--- config.mk ---
export PLATFORM = sky130hd
export DESIGN_NAME = digit_scan8
export DESIGN_NICKNAME = d
export VERILOG_FILES = /design/src/rtl/digit_scan_pkg.sv /design/src/rtl/hex7seg.sv /design/src/rtl/digit_scan8.sv
export SDC_FILE = /design/constraint.sdc
export NUM_CORES = 1
export LEC_CHECK = 0
export ABC_AREA = 1
export BUFFER_PORTS_ARGS = -buffer_cell sky130_fd_sc_hd__buf_2
export CORE_MARGIN = 1
export CORE_UTILIZATION = 28
export DETAILED_ROUTE_END_ITERATION = 16
export SYNTH_ARGS = -nofsm -noshare
export SYNTH_HDL_FRONTEND = slang
export SYNTH_SLANG_ARGS = --single-unit
--- constraint.sdc ---
create_clock -name i_clk -period 5.6 [get_ports i_clk]
set_input_delay 1.12 -clock i_clk [delete_from_list [all_inputs] [get_ports i_clk]]
set_output_delay 1.12 -clock i_clk [all_outputs]
set_load 0.01 [all_outputs]
--- src/rtl/digit_scan_pkg.sv ---
// digit_scan_pkg: shared constants, segment table and digit search for the digit scanner
package digit_scan_pkg;
  localparam int N_DIGITS = 8;
  localparam logic [7:0] SEG_OFF_LOW = 8'hFF;
  localparam logic [7:0] SEG_OFF_HIGH = 8'h00;
  localparam logic [6:0] HEX_SEG [16] = '{
    7'h3F, 7'h06, 7'h5B, 7'h4F, 7'h66, 7'h6D, 7'h7D, 7'h07,
    7'h7F, 7'h6F, 7'h77, 7'h7C, 7'h39, 7'h5E, 7'h79, 7'h71
  };
  function automatic logic [2:0] next_idx(input logic [N_DIGITS-1:0] m, input logic [2:0] c);
    next_idx = c;
    for (int k = N_DIGITS - 1; k >= 1; k--)
      if (m[c + 3'(k)]) next_idx = c + 3'(k);
  endfunction
endpackage

--- src/rtl/hex7seg.sv ---
// hex7seg: nibble plus decimal point to active-high {dp,g,f,e,d,c,b,a} pattern
module hex7seg
  import digit_scan_pkg::*;
(
  input  logic [3:0] nib,
  input  logic       dp,
  output logic [7:0] seg
);
  assign seg = {dp, HEX_SEG[nib]};
endmodule

--- src/rtl/digit_scan8.sv ---
// digit_scan8: eight-digit multiplexed 7-segment scanner with frame-synchronous double buffering and blanking
module digit_scan8
  import digit_scan_pkg::*;
#(
  parameter int CLK_DIV = 50000,
  parameter int BLANK_CYC = 16,
  parameter bit SEG_ACTIVE_LOW = 1
) (
  input  logic        i_clk,
  input  logic        i_rst_n,
  input  logic [31:0] i_data,
  input  logic [7:0]  i_dp,
  input  logic [7:0]  i_en_mask,
  input  logic        i_load,
  input  logic        i_opt,
  output logic [2:0]  o_sel,
  output logic        o_opt,
  output logic [7:0]  o_seg,
  output logic        o_frame,
  output logic        o_load_ack
);
  localparam int PW = $clog2(CLK_DIV);
  localparam logic [PW-1:0] LAST = PW'(CLK_DIV - 1);
  localparam logic [PW-1:0] BLANK = PW'(BLANK_CYC);
  localparam logic [7:0] SEG_OFF = SEG_ACTIVE_LOW ? SEG_OFF_LOW : SEG_OFF_HIGH;
  logic [PW-1:0] cnt, cnt_n;
  logic [2:0] sel_n, nxt;
  logic [31:0] act_data, pend_data, data_n;
  logic [N_DIGITS-1:0] act_dp, act_mask, pend_dp, pend_mask, dp_n, mask_n;
  logic [7:0] pat, seg_n;
  logic pend, tick, wrap, commit;
  always_comb begin
    tick = cnt == LAST;
    nxt = next_idx(act_mask, o_sel);
    wrap = tick && (act_mask == '0 || nxt <= o_sel);
    commit = wrap && pend;
    data_n = commit ? pend_data : act_data;
    dp_n = commit ? pend_dp : act_dp;
    mask_n = commit ? pend_mask : act_mask;
    cnt_n = tick ? '0 : cnt + 1'b1;
    sel_n = !tick ? o_sel : !wrap ? nxt : mask_n == '0 ? 3'd0 : next_idx(mask_n, 3'd7);
  end
  hex7seg u_hex (
    .nib(data_n[{sel_n, 2'b00} +: 4]),
    .dp (dp_n[sel_n]),
    .seg(pat)
  );
  assign seg_n = (cnt_n < BLANK || mask_n == '0) ? SEG_OFF : SEG_ACTIVE_LOW ? ~pat : pat;
  always_ff @(posedge i_clk or negedge i_rst_n)
    if (!i_rst_n) begin
      cnt <= '0;
      o_sel <= '0;
      o_opt <= 1'b0;
      o_seg <= SEG_OFF;
      o_frame <= 1'b0;
      o_load_ack <= 1'b0;
      act_data <= '0;
      act_dp <= '0;
      act_mask <= '1;
      pend <= 1'b0;
      pend_data <= '0;
      pend_dp <= '0;
      pend_mask <= '0;
    end else begin
      cnt <= cnt_n;
      o_sel <= sel_n;
      o_opt <= i_opt;
      o_seg <= seg_n;
      o_frame <= wrap;
      o_load_ack <= commit;
      act_data <= data_n;
      act_dp <= dp_n;
      act_mask <= mask_n;
      pend <= i_load || (pend && !commit);
      if (i_load) begin
        pend_data <= i_data;
        pend_dp <= i_dp;
        pend_mask <= i_en_mask;
      end
    end
endmodule

==> impl_metrics.json, run 1 <==
{
  "status": "finished clean",
  "cts_root_buf": "clkbuf_16",
  "mostFrequentLayoutCells": "nand2_1, inv_1, dfrtp_1",
  "critPathMaxStageDelay_ns": 0.39,
  "multi_input_area_sq_um": 2650,
  "diodes": 0,
  "fillCellCount": 2394,
  "ir_worst_vdd_mv": 0.230,
  "setup_viol": 0,
  "drt_wl_total_um": 15400,
  "endpoint": "o_seg[3]$_DFF_PN1_",
  "drt-vias-per-instance": 4.49,
  "crit_slowest_cell": "dfrtp_1",
  "hold_path_class": "reg2reg",
  "critPathLaunchType": "flip-flop",
  "wl_per_cell_um": 13.0,
  "ys_top_cells_by_area": "dfrtp_1, nand2_1, o21ai_0, inv_1, nand3_1",
  "cts.sinks": 127,
  "die_area_sq_um": 23600,
  "powerDensity_nw_per_um2": 282,
  "min-delay-start": "cnt[0]$_DFF_PN0_",
  "max_slew_margin_pct": 39.6,
  "drive_gt1_share_pct": 19.0,
  "syn_area_sq_um": 6430,
  "cp_max_fo": 14,
  "power_mw": 2.18,
  "die_w_um": 154,
  "fp.dieH_um": 154,
  "seq_area_sq_um": 3200,
  "final_common_cell": "nand2_1",
  "crit_start": "o_sel[0]$_DFF_PN0_",
  "maxSlewViolCount": 0,
  "cp-end-kind": "flip-flop",
  "drcViolationCount": 0,
  "numCtsBuffers": 17,
  "drt-pass1-iter-count": 5,
  "crit_cells": 39,
  "avgSynthCellArea_sq_um": 7.91,
  "boundaryPins": 66,
  "cts_tree": "built",
  "vias": 5301,
  "grtUsageTotal_pct": 13.7,
  "syn-num-nets": 877,
  "cts_max_level": 4,
  "ys_seq_elements": 127,
  "yosys.area.top_type": "dfrtp_1",
  "fin_worst_skew_ns": 0.00851,
  "antenna_found_initial": 0,
  "arrival_ns": 5.23,
  "cpMostUsedCell": "nand2_1",
  "period_needed_ns": 4.92,
  "core_area_sq_um": 22600,
  "clk_pin_slew_ns": 0.06,
  "path_delay_family": "simple AND/OR/NAND/NOR gates",
  "grt-ovfl-total": 0,
  "first_iter_violations": 338,
  "fin_nets": 946,
  "ys_seq_area_share_pct": 49.7,
  "leakagePower_nw": 3.93,
  "placementRows": 55,
  "reg2regPathDepth": 39,
  "clk_latency_ns": 0.42,
  "required_ns": 5.91,
  "initial_core_util_pct": 28.5,
  "syn_inst": 813,
  "ys.warnings.count": 0,
  "crit_type": "reg2reg",
  "syn_to_final_growth_pct": 20.1,
  "gp_congestion": 0.844,
  "port_buffers": 65,
  "grt_pass1_vias": 5116,
  "hold_viol_final": 0,
  "detail-route-antenna-nets": 0,
  "cap_violations": 0,
  "rr_startpoint": "o_sel[0]$_DFF_PN0_",
  "reg2reg_to": "o_seg[3]$_DFF_PN1_",
  "post-place-cells": 1144,
  "grt_pass1_wl_um": 25500,
  "cts_buffer_depth": 2,
  "hpwl_um": 11100,
  "fin_cells": 1180,
  "ys_types": 44,
  "min_period_over_period_pct": 87.8,
  "grt_max_degree": 73,
  "worst_pin_slew_ns": 0.906,
  "reg2reg_slack_ns": 0.68,
  "synth_top_area_share_pct": 43.2,
  "crit_buf_inv": 4,
  "fmax_mhz": 203
}
worst min-delay path by stage:
| stage | end | slack (ns) | cells past startpoint |
|---|---|---|---|
| 2_1_floorplan | cnt[0]$_DFF_PN0_ | 0.43 | 1 |
| 3_3_place_gp | cnt[0]$_DFF_PN0_ | 0.47 | 1 |
| 3_5_place_dp | cnt[0]$_DFF_PN0_ | 0.47 | 1 |
| 4_1_cts | cnt[0]$_DFF_PN0_ | 0.48 | 1 |
| 5_1_grt | cnt[0]$_DFF_PN0_ | 0.50 | 1 |
| 6_report | cnt[0]$_DFF_PN0_ | 0.48 | 1 |
registers in the layout, summed over array words and instances, names as in the netlist:
name and count:
o_seg 8, o_frame 1, o_opt 1, pend_data 32, cnt 16, o_sel 3, pend 1, act_mask 8
act_data 32, act_dp 8, pend_dp 8, pend_mask 8, o_load_ack 1
per-layer routing:
metal	vias to the layer above	track usage [%]	wire length [um]	part of all wire, %
met1	2448	18.7	7410	48
met2	111	20.7	7140	46
met3	22	3.10	579	3.8
met5	-	0	0	0
met4	0	5.62	245	1.6
li1	2720	-	-	-
per-stage QoR:
stage	worst slack (ns)	cell area (sq um)	util, %	TNS [ns]	hold slack, ns
after floorplan	0.676	6430	-	0	0.431
after global placement	0.445	7050	31.2	0	0.468
after detailed placement	0.231	7050	31.2	0	0.467
after CTS	0.205	7660	33.9	0	0.475
after global routing	-0.0102	7730	34.2	-0.0102	0.499
final	0.680	7730	34.2	0	0.476
logic make-up (layout without fill, tap and decap cells):
logic type	Yosys count	in the layout	synth area share, %
AOI/OAI and AO/OA	122	122	10.2
xor gates and xnor gates	5	5	0.681
adders and majority gates	12	12	2.33
buffers and inverters	161	240	10.1
DFF	127	127	49.7
muxes	3	3	0.525
and+or+nand+nor	383	386	26.5
cells in the mapped netlist, drive strengths merged:
library cell  instances
o21bai                2
o31ai                 1
and2                  3
dfrtp               111
ha                   12
mux2                  3
nand3                92
o21a                  1
o21ai                98
nor2                 37
xnor2                 1
o22ai                 1
o221ai                3
buf                  12
inv                 129
o211ai                2
clkbuf               19
dfstp                16
a21oi                12
a21o                  1
xor2                  4
clkinv                1
nor4                  3
nand2               233
nor3                  4
nand4                 9
nand3b                2
a21boi                1
power by group:
| group | leakage, nW | switching, mW | internal [mW] |
|---|---|---|---|
| Sequential | 1.61 | 0.00947 | 0.950 |
| Clock | 0.291 | 0.449 | 0.684 |
| Combinational | 2.03 | 0.0591 | 0.0292 |
| Total | 3.93 | 0.518 | 1.66 |
area by class of cell:
type	count	share of cell area (%)
Clock buffer	18	5.68
Clock inverter	14	2.19
Inverter	130	6.35
Multi-Input combinational cell	528	34.3
Sequential cell	127	41.4
Tap cell	285	4.62
Timing Repair Buffer	78	5.51
what timing repair did:
item                                    in CTS  in global routing
endpoints found under the setup margin       0                  8
hold buffers                                 0                  0
buffers inserted                             0                  1
resized for setup                            0                 11
worst reg2reg max path, delay by kind of cell, from the launching register on:
kind	cells	cell delay, ns
and+or+nand+nor	28	2.47
buffers and inverters	4	0.41
DFF	1	0.39
adders and majority gates	3	0.94
AOI/OAI and AO/OA	4	0.60
Note: power is estimated with default switching activity, not from simulation.
==> run 2, diff against run 1 <==
Settings changed: CTS_BUF_LIST set to sky130_fd_sc_hd__clkbuf_8.
==> run 2 against run 1 <==
Compared with the run above: total power decreased by 14%; non-clock buffer count unchanged; critical path type unchanged; worst hold slack improved by 0.0059 ns; clock power decreased by 26%; combinational power decreased by 0.5%; routed wire length decreased by 0.96%.
==> impl_metrics.json, run 2 (synthesized netlist as in run 1, its figures left out) <==
{
  "status": "finished clean",
  "crit_start": "o_sel[0]$_DFF_PN0_",
  "crit_buf_inv": 4,
  "wl_met3_um": 494,
  "cp-end-kind": "flip-flop",
  "crit_type": "reg2reg",
  "critPathMaxStageDelay_ns": 0.40,
  "hpwl_um": 11100,
  "syn_to_final_growth_pct": 17.2,
  "detail-route-antenna-nets": 0,
  "hold_viol_final": 0,
  "placementRows": 55,
  "cts_buffer_depth": 2,
  "cts_root_buf": "clkbuf_8",
  "fmax_mhz": 204,
  "vias": 5291,
  "cts.sinks": 127,
  "endpoint": "o_seg[3]$_DFF_PN1_",
  "reg2reg_to": "o_seg[3]$_DFF_PN1_",
  "place_area_sq_um": 7050,
  "max_slew_margin_pct": 40.5,
  "grtUsageTotal_pct": 13.5,
  "powerDensity_nw_per_um2": 250,
  "clk_pin_slew_ns": 0.08,
  "cts_max_level": 4,
  "cp_max_fo": 14,
  "clk_latency_ns": 0.45,
  "reg2regPathDepth": 39,
  "die_area_sq_um": 23600,
  "grt_max_degree": 73,
  "ir_worst_vdd_mv": 0.185,
  "maxSlewViolCount": 0,
  "grt-ovfl-total": 0,
  "hold_path_class": "reg2reg",
  "initial_core_util_pct": 28.5,
  "port_buffers": 65,
  "m1WireLength_um": 7410,
  "required_ns": 5.93,
  "worst_pin_slew_ns": 0.893,
  "multi_input_area_sq_um": 2650,
  "finalCoreUtilization_pct": 33.4,
  "holdBufCountCts": 0,
  "leakagePower_nw": 3.84,
  "min-delay-start": "cnt[0]$_DFF_PN0_",
  "drcViolationCount": 0,
  "fin_nets": 946,
  "path_delay_family": "simple AND/OR/NAND/NOR gates",
  "reg2reg_slack_ns": 0.69,
  "gp_congestion": 0.844,
  "crit_slowest_cell": "dfrtp_1",
  "cap_violations": 0,
  "wl_per_cell_um": 12.9,
  "antenna_found_initial": 0,
  "die_w_um": 154,
  "rr_startpoint": "o_sel[0]$_DFF_PN0_",
  "numCtsBuffers": 17,
  "top_regs": "act_data (32), pend_data (32), cnt (16)",
  "drt-pass1-iter-count": 5,
  "cpMostUsedCell": "nand2_1",
  "first_iter_violations": 371,
  "drive_gt1_share_pct": 19.1,
  "core_area_sq_um": 22600,
  "met2_length_um": 7060,
  "critPathLaunchType": "flip-flop",
  "setup_viol": 0,
  "crit_cells": 39,
  "cts_tree": "built",
  "holdWs_ns": 0.482,
  "boundaryPins": 66,
  "fillCellCount": 2421,
  "seq_area_sq_um": 3200,
  "fin_worst_skew_ns": 0.0173,
  "diodes": 0,
  "fp.dieH_um": 154,
  "final_common_cell": "nand2_1",
  "mostFrequentLayoutCells": "nand2_1, inv_1, dfrtp_1",
  "final_cell_area_sq_um": 7540,
  "top_layer_used": "met4",
  "drt-vias-per-instance": 4.48,
  "grt_pass1_vias": 5101,
  "period_needed_ns": 4.91,
  "arrival_ns": 5.24,
  "min_period_over_period_pct": 87.7,
  "grt_pass1_wl_um": 25300,
  "drt_wl_total_um": 15200
}
run 2: metrics by stage:
step	TNS, ns	instances	total power, mW	worst slack (ns)
after detailed placement	0	1144	1.07	0.231
after CTS	0	1176	1.91	0.205
after global routing	-0.0164	1180	1.97	-0.0164
after floorplan	0	813	1.01	0.676
final	0	1180	1.88	0.690
after global placement	0	1144	1.06	0.445
run 2: worst min-delay path by stage:
stage / endpoint / depth (start not counted) / slack (ns)
after global placement: cnt[0]$_DFF_PN0_ / 1 / 0.47
after CTS: cnt[0]$_DFF_PN0_ / 1 / 0.48
final: cnt[0]$_DFF_PN0_ / 1 / 0.48
after floorplan: cnt[0]$_DFF_PN0_ / 1 / 0.43
after global routing: cnt[0]$_DFF_PN0_ / 1 / 0.50
after detailed placement: cnt[0]$_DFF_PN0_ / 1 / 0.47
run 2: routing by layer:
metal	global-route usage, %	vias to the layer above
li1	-	2720
met1	18.8	2438
met2	20.3	111
met3	2.96	22
met4	5.14	0
met5	0	-
run 2: repair_timing:
item / 4_1_cts / 5_1_grt
endpoints found under the setup margin: 0 / 8
resized for setup: 0 / 12
setup buffers: 0 / 1
run 2: power by group:
part / internal, mW / total (mW) / switching [mW]
Clock: 0.424 / 0.838 / 0.414
Combinational: 0.0292 / 0.0879 / 0.0587
Sequential: 0.948 / 0.958 / 0.00957
run 2: final cells by class:
cell class	count	area share, %
well taps	285	4.73
inverters	130	6.51
multi-input cells	528	35.2
flip-flops and latches	127	42.4
clock inverters	14	2.24
clock buffers	18	3.29
repair buffers	78	5.64
==> run 3, diff against run 2 <==
Settings changed: GPL_ROUTABILITY_DRIVEN set to 1.
Clock period 5.6 ns to 4.6 ns, I/O delays scaled along.
==> run 3 against run 2 <==
Compared with the run above: die area unchanged; largest cell class unchanged; clock power grew 24%; total power increased by 23%; first-iteration DRC count is 33% lower; sequential share of layout area fell by 2.8 points; critical path type unchanged.
==> impl_metrics.json, run 3 (synthesized netlist as in run 1, its figures left out) <==
{
  "fmax_mhz": 227,
  "clk_latency_ns": 0.44,
  "gp_congestion": 0.845,
  "drt-pass1-iter-count": 5,
  "cap_violations": 0,
  "max_slew_margin_pct": 43.8,
  "worst_pin_slew_ns": 0.843,
  "drive_gt1_share_pct": 26.8,
  "hold_path_class": "reg2reg",
  "wl_per_cell_um": 12.8,
  "fin_nets": 966,
  "drcViolationCount": 0,
  "port_buffers": 65,
  "hold_viol_final": 0,
  "crit_slowest_cell": "dfrtp_1",
  "path_delay_family": "simple AND/OR/NAND/NOR gates",
  "fin_worst_skew_ns": 0.0125,
  "grtUsageTotal_pct": 13.3,
  "core_area_sq_um": 22600,
  "fp.dieH_um": 154,
  "cp_max_fo": 10,
  "finalCoreUtilization_pct": 35.8,
  "vias": 5367,
  "hpwl_um": 11100,
  "holdWs_ns": 0.467,
  "crit_buf_inv": 4,
  "crit_type": "reg2reg",
  "drt_wl_total_um": 15400,
  "maxSlewViolCount": 0,
  "leakagePower_nw": 4.04,
  "grt-ovfl-total": 0,
  "cpMostUsedCell": "nand2_1",
  "final_common_cell": "nand2_1",
  "top_regs": "act_data (32), pend_data (32), cnt (16)",
  "rsz0062_at_grt": "yes",
  "period_needed_ns": 4.41,
  "numCtsBuffers": 17,
  "drt-vias-per-instance": 4.47,
  "required_ns": 4.96,
  "holdBufCountCts": 0,
  "cts_buffer_depth": 2,
  "setup_viol": 0,
  "grt_pass1_wl_um": 24900,
  "detail-route-antenna-nets": 0,
  "powerDensity_nw_per_um2": 287,
  "critPathLaunchType": "flip-flop",
  "grt_pass1_vias": 5110,
  "tns_ns": 0,
  "die_area_sq_um": 23600,
  "die_w_um": 154,
  "clk_pin_slew_ns": 0.07,
  "first_iter_violations": 250,
  "critPathMaxStageDelay_ns": 0.40,
  "syn_to_final_growth_pct": 25.5,
  "place_area_sq_um": 7150,
  "diodes": 0,
  "grt_max_degree": 68,
  "cts_tree": "built",
  "initial_core_util_pct": 28.5,
  "cts_max_level": 4,
  "boundaryPins": 66,
  "min_period_over_period_pct": 95.9,
  "cp-end-kind": "flip-flop",
  "cts_root_buf": "clkbuf_8",
  "placementRows": 55,
  "mostFrequentLayoutCells": "nand2_1, inv_1, dfrtp_1",
  "cts.sinks": 127,
  "ir_worst_vdd_mv": 0.173,
  "antenna_found_initial": 0,
  "arrival_ns": 4.77,
  "final_cell_area_sq_um": 8070,
  "status": "finished clean",
  "fillCellCount": 2372
}
==> run 3: metrics by stage <==
step                worst slack [ns]  power (mW)  std cells
floorplan                   -0.00847        1.23        813
global placement              0.0503        1.30       1153
detailed placement            0.0138        1.30       1153
CTS                           0.0122        2.36       1185
global route                  -0.130        2.43       1200
finish                         0.190        2.32       1200
==> run 3: report_power, final <==
| group | switching, mW | internal (mW) |
|---|---|---|
| Clock | 0.428 | 0.612 |
| Sequential | 0.0115 | 1.16 |
| Combinational | 0.0728 | 0.0360 |
==> run 3: layout make-up <==
type | instances | area, sq um | area share, %
clock buffer | 19 | 262 | 3.24
clock inverter | 13 | 171 | 2.12
inverter | 130 | 508 | 6.29
multi-input combinational | 527 | 2960 | 36.7
sequential | 127 | 3200 | 39.6
tap | 285 | 357 | 4.42
timing repair buffer | 99 | 613 | 7.60
==> run 3: per-layer routing <==
metal,vias up,wire length [um],GRT usage [%]
li1,2757,-,-
met1,2457,7450,18.2
met2,126,7040,20.3
met3,27,580,2.62
met4,0,319,5.90
met5,-,0,0
==> run 3: path summary, 6_finish.rpt <==
kind                                          from                         to  slack [ns]  depth (start not counted)
worst max-delay path            o_sel[0]$_DFF_PN0_         o_seg[0]$_DFF_PN1_        0.19                         35
worst min-delay path              cnt[0]$_DFF_PN0_           cnt[0]$_DFF_PN0_        0.47                          1
worst max register to register  o_sel[0]$_DFF_PN0_         o_seg[0]$_DFF_PN1_        0.19                         35
worst min register to register    cnt[0]$_DFF_PN0_           cnt[0]$_DFF_PN0_        0.47                          1
max in group asynchronous                  i_rst_n      act_mask[7]$_DFF_PN1_        3.06                          2
min in group asynchronous                  i_rst_n  pend_data[21]$_DFFE_PN0P_        0.57                          1
==> run 3: worst register-to-register path, delay by kind of cell, from the launching register on <==
| kind | cells | cell delay [ns] |
|---|---|---|
| and+or+nand+nor | 21 | 1.80 |
| AOI/OAI and AO/OA | 6 | 0.73 |
| adders and majority gates | 3 | 0.67 |
| buffers and inverters | 4 | 0.52 |
| DFF | 1 | 0.40 |
| xor gates and xnor gates | 1 | 0.24 |
==> run 3: what timing repair did <==
action | 4_1_cts | 5_1_grt
pin swaps | 0 | 28
buffers inserted | 0 | 13
gates cloned | 0 | 2
setup endpoints to repair | 2 | 8
gates resized for setup | 1 | 92
